==> config.mk <==
export PLATFORM = sky130hd
export DESIGN_NAME = wb_port_arbiter_flat
export DESIGN_NICKNAME = d
export VERILOG_FILES = /design/src/rtl/wb_port_arbiter_if.sv /design/src/rtl/wb_port_arbiter.sv /design/src/flat_wrapper.sv
export SDC_FILE = /design/constraint.sdc
export NUM_CORES = 1
export LEC_CHECK = 0
export CORE_MARGIN = 2
export CORE_UTILIZATION = 29
export DETAILED_ROUTE_END_ITERATION = 12
export HOLD_SLACK_MARGIN = 0.03
export PLACE_DENSITY_LB_ADDON = 0.05
export SETUP_SLACK_MARGIN = 0.1
export SYNTH_ARGS = -nofsm -noshare
export SYNTH_HDL_FRONTEND = slang
export SYNTH_SLANG_ARGS = --single-unit
==> constraint.sdc <==
create_clock -name clk -period 2.9 [get_ports clk]
set_input_delay 0.435 -clock clk [delete_from_list [all_inputs] [get_ports clk]]
set_output_delay 0.435 -clock clk [all_outputs]
set_load 0.02 [all_outputs]
==> src/rtl/wb_port_arbiter_if.sv <==
// Write-back port bundle: requester side (req/addr/data plus register-file
// status) and arbiter side (mux select, write data, write enable, grants).
interface wb_port_arbiter_if #(
   parameter int DATA_W = 32,
   parameter int ADDR_W = 5
);
   logic [3:0]        req;
   logic [ADDR_W-1:0] addr0;
   logic [ADDR_W-1:0] addr1;
   logic [ADDR_W-1:0] addr2;
   logic [ADDR_W-1:0] addr3;
   logic [DATA_W-1:0] data0;
   logic [DATA_W-1:0] data1;
   logic [DATA_W-1:0] data2;
   logic [DATA_W-1:0] data3;
   logic              port_ready;
   logic              flush;
   logic [1:0]        muxFlag;
   logic [DATA_W-1:0] wb_data;
   logic              reg_write;
   logic [3:0]        gnt;

   // Requesters and pipeline control drive the inputs, observe the results.
   modport master (
      output req, addr0, addr1, addr2, addr3,
      output data0, data1, data2, data3,
      output port_ready, flush,
      input  muxFlag, wb_data, reg_write, gnt
   );

   // The arbiter itself.
   modport slave (
      input  req, addr0, addr1, addr2, addr3,
      input  data0, data1, data2, data3,
      input  port_ready, flush,
      output muxFlag, wb_data, reg_write, gnt
   );
endinterface

==> src/rtl/wb_port_arbiter.sv <==
// Register-file write-port arbiter.
//
//   state    | meaning
//   ---------+-------------------------------------------------------------
//   ST_IDLE  | no winner; arbitrate every cycle over req
//   ST_WRITE | winner held in muxFlag/wb_data; waits for port_ready, may be
//            | killed by flush (non-exception only); re-arbitrates on commit
//
// Exception (requester 3) beats everyone at an arbitration point but never
// preempts a write already in progress. Requesters 0..2 share round-robin.
// In ST_WRITE the current winner is masked out so its still-high req cannot
// win the very next slot before the requester has dropped it.
module wb_port_arbiter #(
   parameter int DATA_W = 32,
   parameter int ADDR_W = 5
) (
   input  logic               clk,
   input  logic               reset_n,
   wb_port_arbiter_if.slave   bus
);

   typedef enum logic {
      ST_IDLE  = 1'b0,
      ST_WRITE = 1'b1
   } state_t;

   state_t            r_state;
   state_t            w_state_nxt;
   logic [1:0]        r_mux_flag;
   logic [1:0]        w_mux_flag_nxt;
   logic [1:0]        r_rr_ptr;
   logic [1:0]        w_rr_ptr_nxt;
   logic [DATA_W-1:0] r_wb_data;
   logic [DATA_W-1:0] w_wb_data_nxt;

   logic [3:0]        w_cur_oh;
   logic [3:0]        w_eligible;
   logic [1:0]        w_winner;
   logic [DATA_W-1:0] w_data_win;
   logic [ADDR_W-1:0] w_addr_sel;
   logic              w_kill;
   logic              w_commit;

   // Round-robin choice among requesters 0..2, starting after ptr.
   function automatic logic [1:0] rr_pick(input logic [2:0] elig,
                                          input logic [1:0] ptr);
      logic [1:0] p0;
      logic [1:0] p1;
      logic [1:0] p2;
      case (ptr)
         2'd0:    begin p0 = 2'd1; p1 = 2'd2; p2 = 2'd0; end
         2'd1:    begin p0 = 2'd2; p1 = 2'd0; p2 = 2'd1; end
         default: begin p0 = 2'd0; p1 = 2'd1; p2 = 2'd2; end
      endcase
      if (elig[p0])      rr_pick = p0;
      else if (elig[p1]) rr_pick = p1;
      else               rr_pick = p2;
   endfunction

   assign w_cur_oh   = 4'b0001 << r_mux_flag;
   assign w_eligible = bus.req & ((r_state == ST_WRITE) ? ~w_cur_oh : 4'b1111);
   assign w_winner   = w_eligible[3] ? 2'd3 : rr_pick(w_eligible[2:0], r_rr_ptr);

   // Data of the candidate winner, to be latched at the arbitration edge.
   always_comb begin
      w_data_win = bus.data0;
      case (w_winner)
         2'd0:    w_data_win = bus.data0;
         2'd1:    w_data_win = bus.data1;
         2'd2:    w_data_win = bus.data2;
         default: w_data_win = bus.data3;
      endcase
   end

   // Write-address of the latched winner (same select the external mux sees).
   always_comb begin
      w_addr_sel = bus.addr0;
      case (r_mux_flag)
         2'd0:    w_addr_sel = bus.addr0;
         2'd1:    w_addr_sel = bus.addr1;
         2'd2:    w_addr_sel = bus.addr2;
         default: w_addr_sel = bus.addr3;
      endcase
   end

   assign w_kill   = (r_state == ST_WRITE) && bus.flush && (r_mux_flag != 2'd3);
   assign w_commit = (r_state == ST_WRITE) && bus.port_ready && !w_kill;

   // Next-state, next winner and round-robin pointer.
   always_comb begin
      w_state_nxt    = r_state;
      w_mux_flag_nxt = r_mux_flag;
      w_wb_data_nxt  = r_wb_data;
      w_rr_ptr_nxt   = r_rr_ptr;
      case (r_state)
         ST_IDLE: begin
            if (w_eligible != 4'b0000) begin
               w_state_nxt    = ST_WRITE;
               w_mux_flag_nxt = w_winner;
               w_wb_data_nxt  = w_data_win;
               if (w_winner != 2'd3) w_rr_ptr_nxt = w_winner;
            end
         end
         ST_WRITE: begin
            if (w_kill) begin
               w_state_nxt = ST_IDLE;
            end else if (w_commit) begin
               if (w_eligible != 4'b0000) begin
                  w_mux_flag_nxt = w_winner;
                  w_wb_data_nxt  = w_data_win;
                  if (w_winner != 2'd3) w_rr_ptr_nxt = w_winner;
               end else begin
                  w_state_nxt = ST_IDLE;
               end
            end
         end
         default: w_state_nxt = ST_IDLE;
      endcase
   end

   // State and latched winner registers.
   always_ff @(posedge clk or negedge reset_n) begin
      if (!reset_n) begin
         r_state    <= ST_IDLE;
         r_mux_flag <= 2'd0;
         r_wb_data  <= '0;
         r_rr_ptr   <= 2'd2;
      end else begin
         r_state    <= w_state_nxt;
         r_mux_flag <= w_mux_flag_nxt;
         r_wb_data  <= w_wb_data_nxt;
         r_rr_ptr   <= w_rr_ptr_nxt;
      end
   end

   assign bus.muxFlag   = r_mux_flag;
   assign bus.wb_data   = r_wb_data;
   assign bus.reg_write = w_commit && (w_addr_sel != '0);
   assign bus.gnt       = (w_commit || w_kill) ? w_cur_oh : 4'b0000;

endmodule

==> src/flat_wrapper.sv <==
// flat-port wrapper written by rule: the top's interface ports become plain ports
module wb_port_arbiter_flat 
#(
   parameter int DATA_W = 32,
   parameter int ADDR_W = 5
)
  (clk, reset_n, bus_req, bus_addr0, bus_addr1, bus_addr2, bus_addr3, bus_data0, bus_data1, bus_data2, bus_data3, bus_port_ready, bus_flush, bus_muxFlag, bus_wb_data, bus_reg_write, bus_gnt);
  wb_port_arbiter_if #(.DATA_W(DATA_W), .ADDR_W(ADDR_W)) bus_i ();
  input  logic clk;
  input  logic reset_n;
  input wire logic [$bits(bus_i.req)-1:0] bus_req;
  input wire logic [$bits(bus_i.addr0)-1:0] bus_addr0;
  input wire logic [$bits(bus_i.addr1)-1:0] bus_addr1;
  input wire logic [$bits(bus_i.addr2)-1:0] bus_addr2;
  input wire logic [$bits(bus_i.addr3)-1:0] bus_addr3;
  input wire logic [$bits(bus_i.data0)-1:0] bus_data0;
  input wire logic [$bits(bus_i.data1)-1:0] bus_data1;
  input wire logic [$bits(bus_i.data2)-1:0] bus_data2;
  input wire logic [$bits(bus_i.data3)-1:0] bus_data3;
  input wire logic [$bits(bus_i.port_ready)-1:0] bus_port_ready;
  input wire logic [$bits(bus_i.flush)-1:0] bus_flush;
  output wire logic [$bits(bus_i.muxFlag)-1:0] bus_muxFlag;
  output wire logic [$bits(bus_i.wb_data)-1:0] bus_wb_data;
  output wire logic [$bits(bus_i.reg_write)-1:0] bus_reg_write;
  output wire logic [$bits(bus_i.gnt)-1:0] bus_gnt;
  assign bus_i.req = bus_req;
  assign bus_i.addr0 = bus_addr0;
  assign bus_i.addr1 = bus_addr1;
  assign bus_i.addr2 = bus_addr2;
  assign bus_i.addr3 = bus_addr3;
  assign bus_i.data0 = bus_data0;
  assign bus_i.data1 = bus_data1;
  assign bus_i.data2 = bus_data2;
  assign bus_i.data3 = bus_data3;
  assign bus_i.port_ready = bus_port_ready;
  assign bus_i.flush = bus_flush;
  assign bus_muxFlag = bus_i.muxFlag;
  assign bus_wb_data = bus_i.wb_data;
  assign bus_reg_write = bus_i.reg_write;
  assign bus_gnt = bus_i.gnt;
  wb_port_arbiter #(.DATA_W(DATA_W), .ADDR_W(ADDR_W)) u_core (.clk(clk), .reset_n(reset_n), .bus(bus_i));
endmodule
Word-level counts from Yosys, hierarchy flattened
Cells that the tools add are included.
{ "classes": {"reduce_logical": 13, "n_lt_le_gt_ge": 2, "n_eq_ne": 9, "mux": 31, "bitwise_logic": 3, "shift": 1} }
{ "ops": {"columns": ["cell", "count"], "rows": [
  ["2-to-1 mux 32 bit", 3],
  ["one-hot mux 32 bit (3 select lines)", 1],
  ["one-hot mux 32 bit (2 select lines)", 1],
  ["2-to-1 mux 2 bit", 10],
  ["one-hot mux 2 bit (2 select lines)", 5],
  ["one-hot mux 5 bit (3 select lines)", 1],
  ["2-to-1 mux 4 bit", 2],
  ["inequality test 2 bit (second input constant)", 4],
  ["equality test 2 x 1 -> 1 bit (second input constant)", 3],
  ["zero test 2 bit", 3],
  ["less-than comparator 2 x 3 -> 1 bit (second input constant)", 2],
  ["logical AND 1 bit", 5],
  ["2-to-1 mux 1 bit", 5],
  ["nonzero test 5 bit", 1],
  ["AND 4 bit", 1],
  ["binary-select mux 1 bit (select 2 bit)", 2],
  ["equality test 2 bit (second input constant)", 2],
  ["NOT 4 bit", 1],
  ["nonzero test 4 bit", 1],
  ["left shift 1 x 2 -> 4 bit (first input constant)", 1],
  ["one-hot mux 1 bit (2 select lines)", 1],
  ["AND reduction 2 bit", 1],
  ["zero test 1 bit", 1],
  ["logical OR 1 bit", 1],
  ["NOT 1 bit", 1]
]} }
{ "word_totals": {"elab_cells": 63, "output_inout_bits": 39, "register_bits": 37} }

Longest topological paths before layout
{ "logic_depth": {"depth_word": 15, "ltp_mapped": 9, "ltp_nobuf": 5} }

Least setup slack after synthesis
OpenSTA, ideal clock, no wires.
{ "synth_timing": {"path_kind": "register to register", "startpoint": "register u_core.r_mux_flag[1] (netlist: u_core.bus.muxFlag[1])", "endpoint": "register u_core.r_wb_data[22] (netlist: u_core.bus.wb_data[22])", "stages_incl_launch_ff": 8, "setup_time_ps": 94, "path_slack_ps": 715, "required_ps": 2806, "t_arrival_ps": 2092, "path_cell_list": "dfrtp_1 mux2_4 or4_4 a21o_1 buf_6 and2_4 buf_6 a221oi_2"} }
{ "synth_via": {"elab_chain_len": 15, "word_cells_on_any_way": 27, "classes_between": "5 x eq/ne; 1 x shift; 13 x mux; 2 x bitwise; 6 x reduce/logical"} }
{ "synth_lines": {"columns": ["item", "line_no", "rtl"], "rows": [
  ["start, declared", "wb_port_arbiter.sv:29", "logic [1:0] r_mux_flag;"],
  ["start signal, assigned", "wb_port_arbiter.sv:130", "r_mux_flag <= w_mux_flag_nxt;"],
  ["left shift 1 x 2 -> 4 bit", "wb_port_arbiter.sv:60", "assign w_cur_oh = 4'b0001 << r_mux_flag;"],
  ["NOT 4 bit", "wb_port_arbiter.sv:61", "assign w_eligible = bus.req & ((r_state == ST_WRITE) ? ~w_cur_oh : 4'b1111);"],
  ["2-to-1 mux 4 bit", "wb_port_arbiter.sv:61", null],
  ["AND 4 bit", "wb_port_arbiter.sv:61", null],
  ["binary-select mux 1 bit (select 2 bit)", "wb_port_arbiter.sv:56", "else if (elig[p1]) rr_pick = p1;"],
  ["2-to-1 mux 1 bit (not written as such)", "wb_port_arbiter.sv:56", null],
  ["2-to-1 mux 2 bit", "wb_port_arbiter.sv:56", null],
  ["2-to-1 mux 2 bit", "wb_port_arbiter.sv:55", "if (elig[p0]) rr_pick = p0;"],
  ["2-to-1 mux 2 bit", "wb_port_arbiter.sv:62", "assign w_winner = w_eligible[3] ? 2'd3 : rr_pick(w_eligible[2:0], r_rr_ptr);"],
  ["equality test 2 bit (tied with other cells)", "wb_port_arbiter.sv:67", "case (w_winner)"],
  ["one-hot mux 32 bit (3 select lines)", "wb_port_arbiter.sv:67", null],
  ["2-to-1 mux 32 bit", "wb_port_arbiter.sv:97, wb_port_arbiter.sv:108", null],
  ["2-to-1 mux 32 bit", "wb_port_arbiter.sv:107", "end else if (w_commit) begin"],
  ["2-to-1 mux 32 bit", "wb_port_arbiter.sv:105", "if (w_kill) begin"],
  ["one-hot mux 32 bit (2 select lines)", "wb_port_arbiter.sv:95", "case (r_state)"],
  ["end signal, assigned", "wb_port_arbiter.sv:131", "r_wb_data <= w_wb_data_nxt;"],
  ["end, declared", "wb_port_arbiter.sv:33", "logic [DATA_W-1:0] r_wb_data;"]
]} }
Several ways; a longest one is shown, not always the timed one. The select of a mux whose other input is x is not followed.
A chain may end at the register's enable or synchronous reset.

Worst setup path after layout
{ "layout_timing": {"startpoint": "register u_core.r_state", "endpoint": "register u_core.r_wb_data[3] (netlist: u_core.bus.wb_data[3])"} }
{ "layout_via": {"elab_chain_len": 13, "word_cells_on_any_way": 27, "classes_between": "4 x eq/ne; 13 x mux; 2 x bitwise; 8 x reduce/logical"} }
{ "layout_lines": {"columns": ["item", "line_no", "rtl"], "rows": [
  ["start, declared", "wb_port_arbiter.sv:27", "state_t r_state;"],
  ["start signal, assigned", "wb_port_arbiter.sv:129", "r_state <= w_state_nxt;"],
  ["2-to-1 mux 4 bit", "wb_port_arbiter.sv:61", null],
  ["AND 4 bit", "wb_port_arbiter.sv:61", null],
  ["binary-select mux 1 bit (select 2 bit)", "wb_port_arbiter.sv:56", null],
  ["2-to-1 mux 1 bit (not written as such)", "wb_port_arbiter.sv:56", null],
  ["2-to-1 mux 2 bit", "wb_port_arbiter.sv:56", null],
  ["2-to-1 mux 2 bit", "wb_port_arbiter.sv:55", null],
  ["2-to-1 mux 2 bit", "wb_port_arbiter.sv:62", null],
  ["equality test 2 bit (tied with other cells)", "wb_port_arbiter.sv:67", null],
  ["one-hot mux 32 bit (3 select lines)", "wb_port_arbiter.sv:67", null],
  ["2-to-1 mux 32 bit", "wb_port_arbiter.sv:97, wb_port_arbiter.sv:108", null],
  ["2-to-1 mux 32 bit", "wb_port_arbiter.sv:107", null],
  ["2-to-1 mux 32 bit", "wb_port_arbiter.sv:105", null],
  ["one-hot mux 32 bit (2 select lines)", "wb_port_arbiter.sv:95", null]
]} }
Several ways; a longest one is shown, not always the timed one. The select of a mux whose other input is x is not followed.

==> summary by stage <==
Place
At the end of routability-driven placement, the weighted congestion stood at 0.761. In this run the tool buffered the top-level ports with 194 buffer cells. Summed over all nets, the half-perimeter wirelength after detailed placement is between 7 and 8 mm.

Detailed routing
Before antenna repair, the detailed router went through 4 iterations. The wire length reported by the detailed router is 10.0 mm. The count of nets left with antenna violations after detail routing is 0.

The detailed-route wire length per cell is 17.5 um. The DRC violations left is 0. The routed design uses 766 um of met3 wire. In the routed layout, each cell is associated on average with a via count of 5.10. For this block, wires on met1 add up to around 3.9 mm. The highest layer touched by signal routing is met4. The detailed route wirelength on metal2 is between 5 and 6 mm.

The detailed router finished its first iteration with 51 violations. The routed layout has a little under 3,000 vias.

Clocking
In this run the clock root is driven by a sky130_fd_sc_hd__clkbuf_8. After clock tree synthesis, the clock-pin slew on the worst setup and hold paths is 0.08 ns. The later pin in the worst-skew pair is clocked with a latency of about 0.29 ns. TritonCTS created 5 clock buffers.

The number of hold buffers added after CTS was 0. TritonCTS built the clock tree. The maximum number of buffers from clock root to sink is 2. The number of post-CTS setup repair buffers is 0.

CTS saw 37 sinks. The H-tree generated during clock tree synthesis spans 2 levels.

Finish
The library cell used most frequently in the layout, excluding fill and tap cells, is sky130_fd_sc_hd__clkdlybuf4s50_1. In the final layout, the share of cells above drive strength 1 is between 9 and 10%. Counting the fill cells in the layout gives 880. For this run, the share of the core covered by cells in the final layout is 53.3%. The library cells used most frequently in the layout, excluding fill and tap cells, are sky130_fd_sc_hd__clkdlybuf4s50_1, sky130_fd_sc_hd__mux2i_1, sky130_fd_sc_hd__dfrtp_1, sky130_fd_sc_hd__nand3_1, sky130_fd_sc_hd__o211ai_1. The post-synthesis to final-layout area growth is 81.0%. At the end of the flow, the number of nets in the layout was 616. The repair_antennas step left the layout with diodes totalling 0.

Worst setup path
The required time of the critical path is 3.05 ns. The endpoint class of the critical path is a flip-flop. At the worst endpoint, the arrival time is 2.59 ns.

Counting cells, the worst reg-to-reg path comes to 5. In this run the register-to-register setup slack is 0.46 ns. Walking the worst path, the cells encountered are nand3_1 -> a21oi_1 -> a32oi_4 -> nor2_2 -> a221oi_2. The startpoint of the worst-slack reg-to-reg timing path is u_core.r_state.

The worst setup path is launched from a flip-flop. The endpoint identified for the worst register-to-register timing path is u_core.bus.wb_data[3]. Of all nets on the critical path, the largest fanout is 13.

The number of buffer and inverter stages on the critical path is 0. The slowest stage of the critical path is the sky130_fd_sc_hd__nor2_2 cell. The worst setup path is of the reg2reg kind.

The family of cells with the greatest summed delay on the critical path is simple AND/OR/NAND/NOR gates. The maximum single-stage delay on the critical path is 0.61 ns.

Floorplan
The overall die width is 99.9 um. The initial standard-cell utilization of the core is 29.4%. The number of top-level design ports is 195.

The die covers approximately 10000 um2. The die height is 99.9 um. The site row count is 35. The core region is 9060 um2.

Global route
For this run the aggregate overflow at the end of global routing stands at 0. The first-pass GRT wire length is ~15 mm. Entering global routing, the biggest net connects 38 pins.

Global routing used 19.6% of the available tracks across all layers. The number of antenna violations at the first check in global routing is 0. The number of global-route vias before repair is 2,999.

Synthesis
Ranked by total cell area, the synthesized netlist is headed by sky130_fd_sc_hd__dfrtp_1, sky130_fd_sc_hd__mux2i_1, sky130_fd_sc_hd__o211ai_1, sky130_fd_sc_hd__a221oi_2, sky130_fd_sc_hd__nand3_1. Sequential elements use 34.7% of the synthesized area. Synthesis produced a netlist with a net count of 422. The library cell occupying the most area in the post-synthesis netlist is sky130_fd_sc_hd__dfrtp_1. In this run, synthesis inferred 0 flip-flops with an integrated enable. Among all flip-flop cells after synthesis, the most frequent one is sky130_fd_sc_hd__dfrtp_1.

The proportion of register bits with asynchronous set or reset after synthesis is 100%. The Yosys step of the flow raised 0 warnings. The synthesized area is 2670 um2.

The number of register bits inferred by synthesis is 37. In this run, distinct cell masters in the synthesized netlist total 49. The cell count after synthesis came out at 266. The post-synthesis average cell area is 10.0 um2. The share of the synthesized area in the top cell type is roughly a third.

Run
Across the run, the number of max-cap violations was 0.

Pwr
The power per unit of standard cell area is 896 nW/um2. The peak supply drop is 0.000367 V. The leakage dissipation is just under 0.002 uW.

Timing
The worst pin sits at a relative slew slack of between 30% and 40%. At the pin with the least slew margin, the transition time is 0.914 ns. The worst path uses 84.1% of the clock period. Setup repair after global routing left no endpoint under its margin.

The maximum clock frequency is 0.410 GHz. The final hold violation count is 0. Between clock sinks in the finished design, the worst skew comes to approximately 0.0093 ns. Setup violations remaining at the end of the flow were counted as 0.

For the final routed database, the setup TNS stands at 0 ns. The final-report max-slew violation count is 0. The shortest period the worst path allows is around 2.4 ns. Final hold analysis gives a worst-case slack of 0.273 ns.

Outcome
The flow ran to the end, and the final reports show no timing, DRC or antenna violations.

Min path
The tightest min-delay check is of the in2async type.
## cells in the mapped netlist (4+ instances only)
library cell               instances
sky130_fd_sc_hd__mux2i_1          47
sky130_fd_sc_hd__dfrtp_1          36
sky130_fd_sc_hd__nand3_1          26
sky130_fd_sc_hd__o211ai_1         23
sky130_fd_sc_hd__a22oi_1          17
sky130_fd_sc_hd__nor2_1           14
sky130_fd_sc_hd__a221oi_2         10
sky130_fd_sc_hd__a21oi_1           8
sky130_fd_sc_hd__buf_2             7
sky130_fd_sc_hd__and3_1            6
sky130_fd_sc_hd__inv_1             6
sky130_fd_sc_hd__nor3_1            6
sky130_fd_sc_hd__nand2_1           5
sky130_fd_sc_hd__buf_4             4
sky130_fd_sc_hd__buf_6             4
sky130_fd_sc_hd__clkbuf_1          4
## worst max-delay path by stage
stage / from / end / slack, ns / cells past startpoint
floorplan: u_core.bus.muxFlag[1] / u_core.bus.wb_data[22] / 0.71 / 7
global placement: bus_addr2[1] / bus_reg_write / 0.16 / 7
detailed placement: bus_addr2[1] / bus_reg_write / 0.13 / 7
CTS: bus_addr2[1] / bus_reg_write / 0.13 / 7
global route: u_core.r_state / u_core.bus.wb_data[14] / 0.29 / 5
finish: u_core.r_state / u_core.bus.wb_data[3] / 0.46 / 5
## worst register-to-register path, cell delays in order, from the launching register on
cell	delay, ns
sky130_fd_sc_hd__dfrtp_1	0.60
sky130_fd_sc_hd__nand3_1	0.40
sky130_fd_sc_hd__a21oi_1	0.39
sky130_fd_sc_hd__a32oi_4	0.17
sky130_fd_sc_hd__nor2_2	0.61
sky130_fd_sc_hd__a221oi_2	0.12
## timing repair
item                                    4_1_cts  5_1_grt
endpoints found under the hold margin         0        0
endpoints found under the setup margin        1        1
gates resized for setup                       1        1
## kinds of logic (layout without fill, tap and decap cells)
| family | after synthesis | in the layout | share of synthesized area [%] |
|---|---|---|---|
| buffers and inverters | 27 | 222 | 5.81 |
| AOI/OAI and AO/OA | 76 | 76 | 25.3 |
| DFF | 37 | 37 | 34.7 |
| muxes | 49 | 49 | 18.6 |
| and+or+nand+nor | 77 | 77 | 15.6 |
## registers in the layout (all words and copies together) (netlist names)
register and flops:
u_core.bus.wb_data 32, u_core.bus.muxFlag 2, u_core.r_rr_ptr 2, u_core.r_state 1
## cell type report
class                           instances  area, um2  share of cell area [%]
Clock buffer                            5       68.8                    1.42
Sequential cell                        37        928                    19.2
Timing Repair Buffer                  208       2060                    42.6
Multi-Input combinational cell        202       1600                    33.1
Inverter                                6       22.5                   0.466
Tap cell                              111        139                    2.87
Clock inverter                          3       17.5                   0.363
## power breakdown
part	switching [uW]	total, uW	internal [uW]	leakage (uW)
Combinational	1540	2970	1440	0.00149
Clock	203	369	166	0.0000439
Sequential	204	989	784	0.000436
Total	1940	4330	2390	0.00197
## routing by layer
layer,vias to the layer above,global-route usage [%]
met1,1379,22.3
met4,0,4.00
met2,109,36.1
met3,9,5.92
met5,-,0
li1,1421,-
## per-stage QoR
stage	cells	instance area, um2	total power, uW	setup slack [ns]
after floorplan	266	2670	2850	0.715
after global placement	564	4740	3990	0.163
after detailed placement	564	4740	4010	0.130
after CTS	572	4830	4390	0.126
after global routing	572	4830	4640	0.288
final	572	4830	4330	0.460
Power figures use the tool's default switching activity.
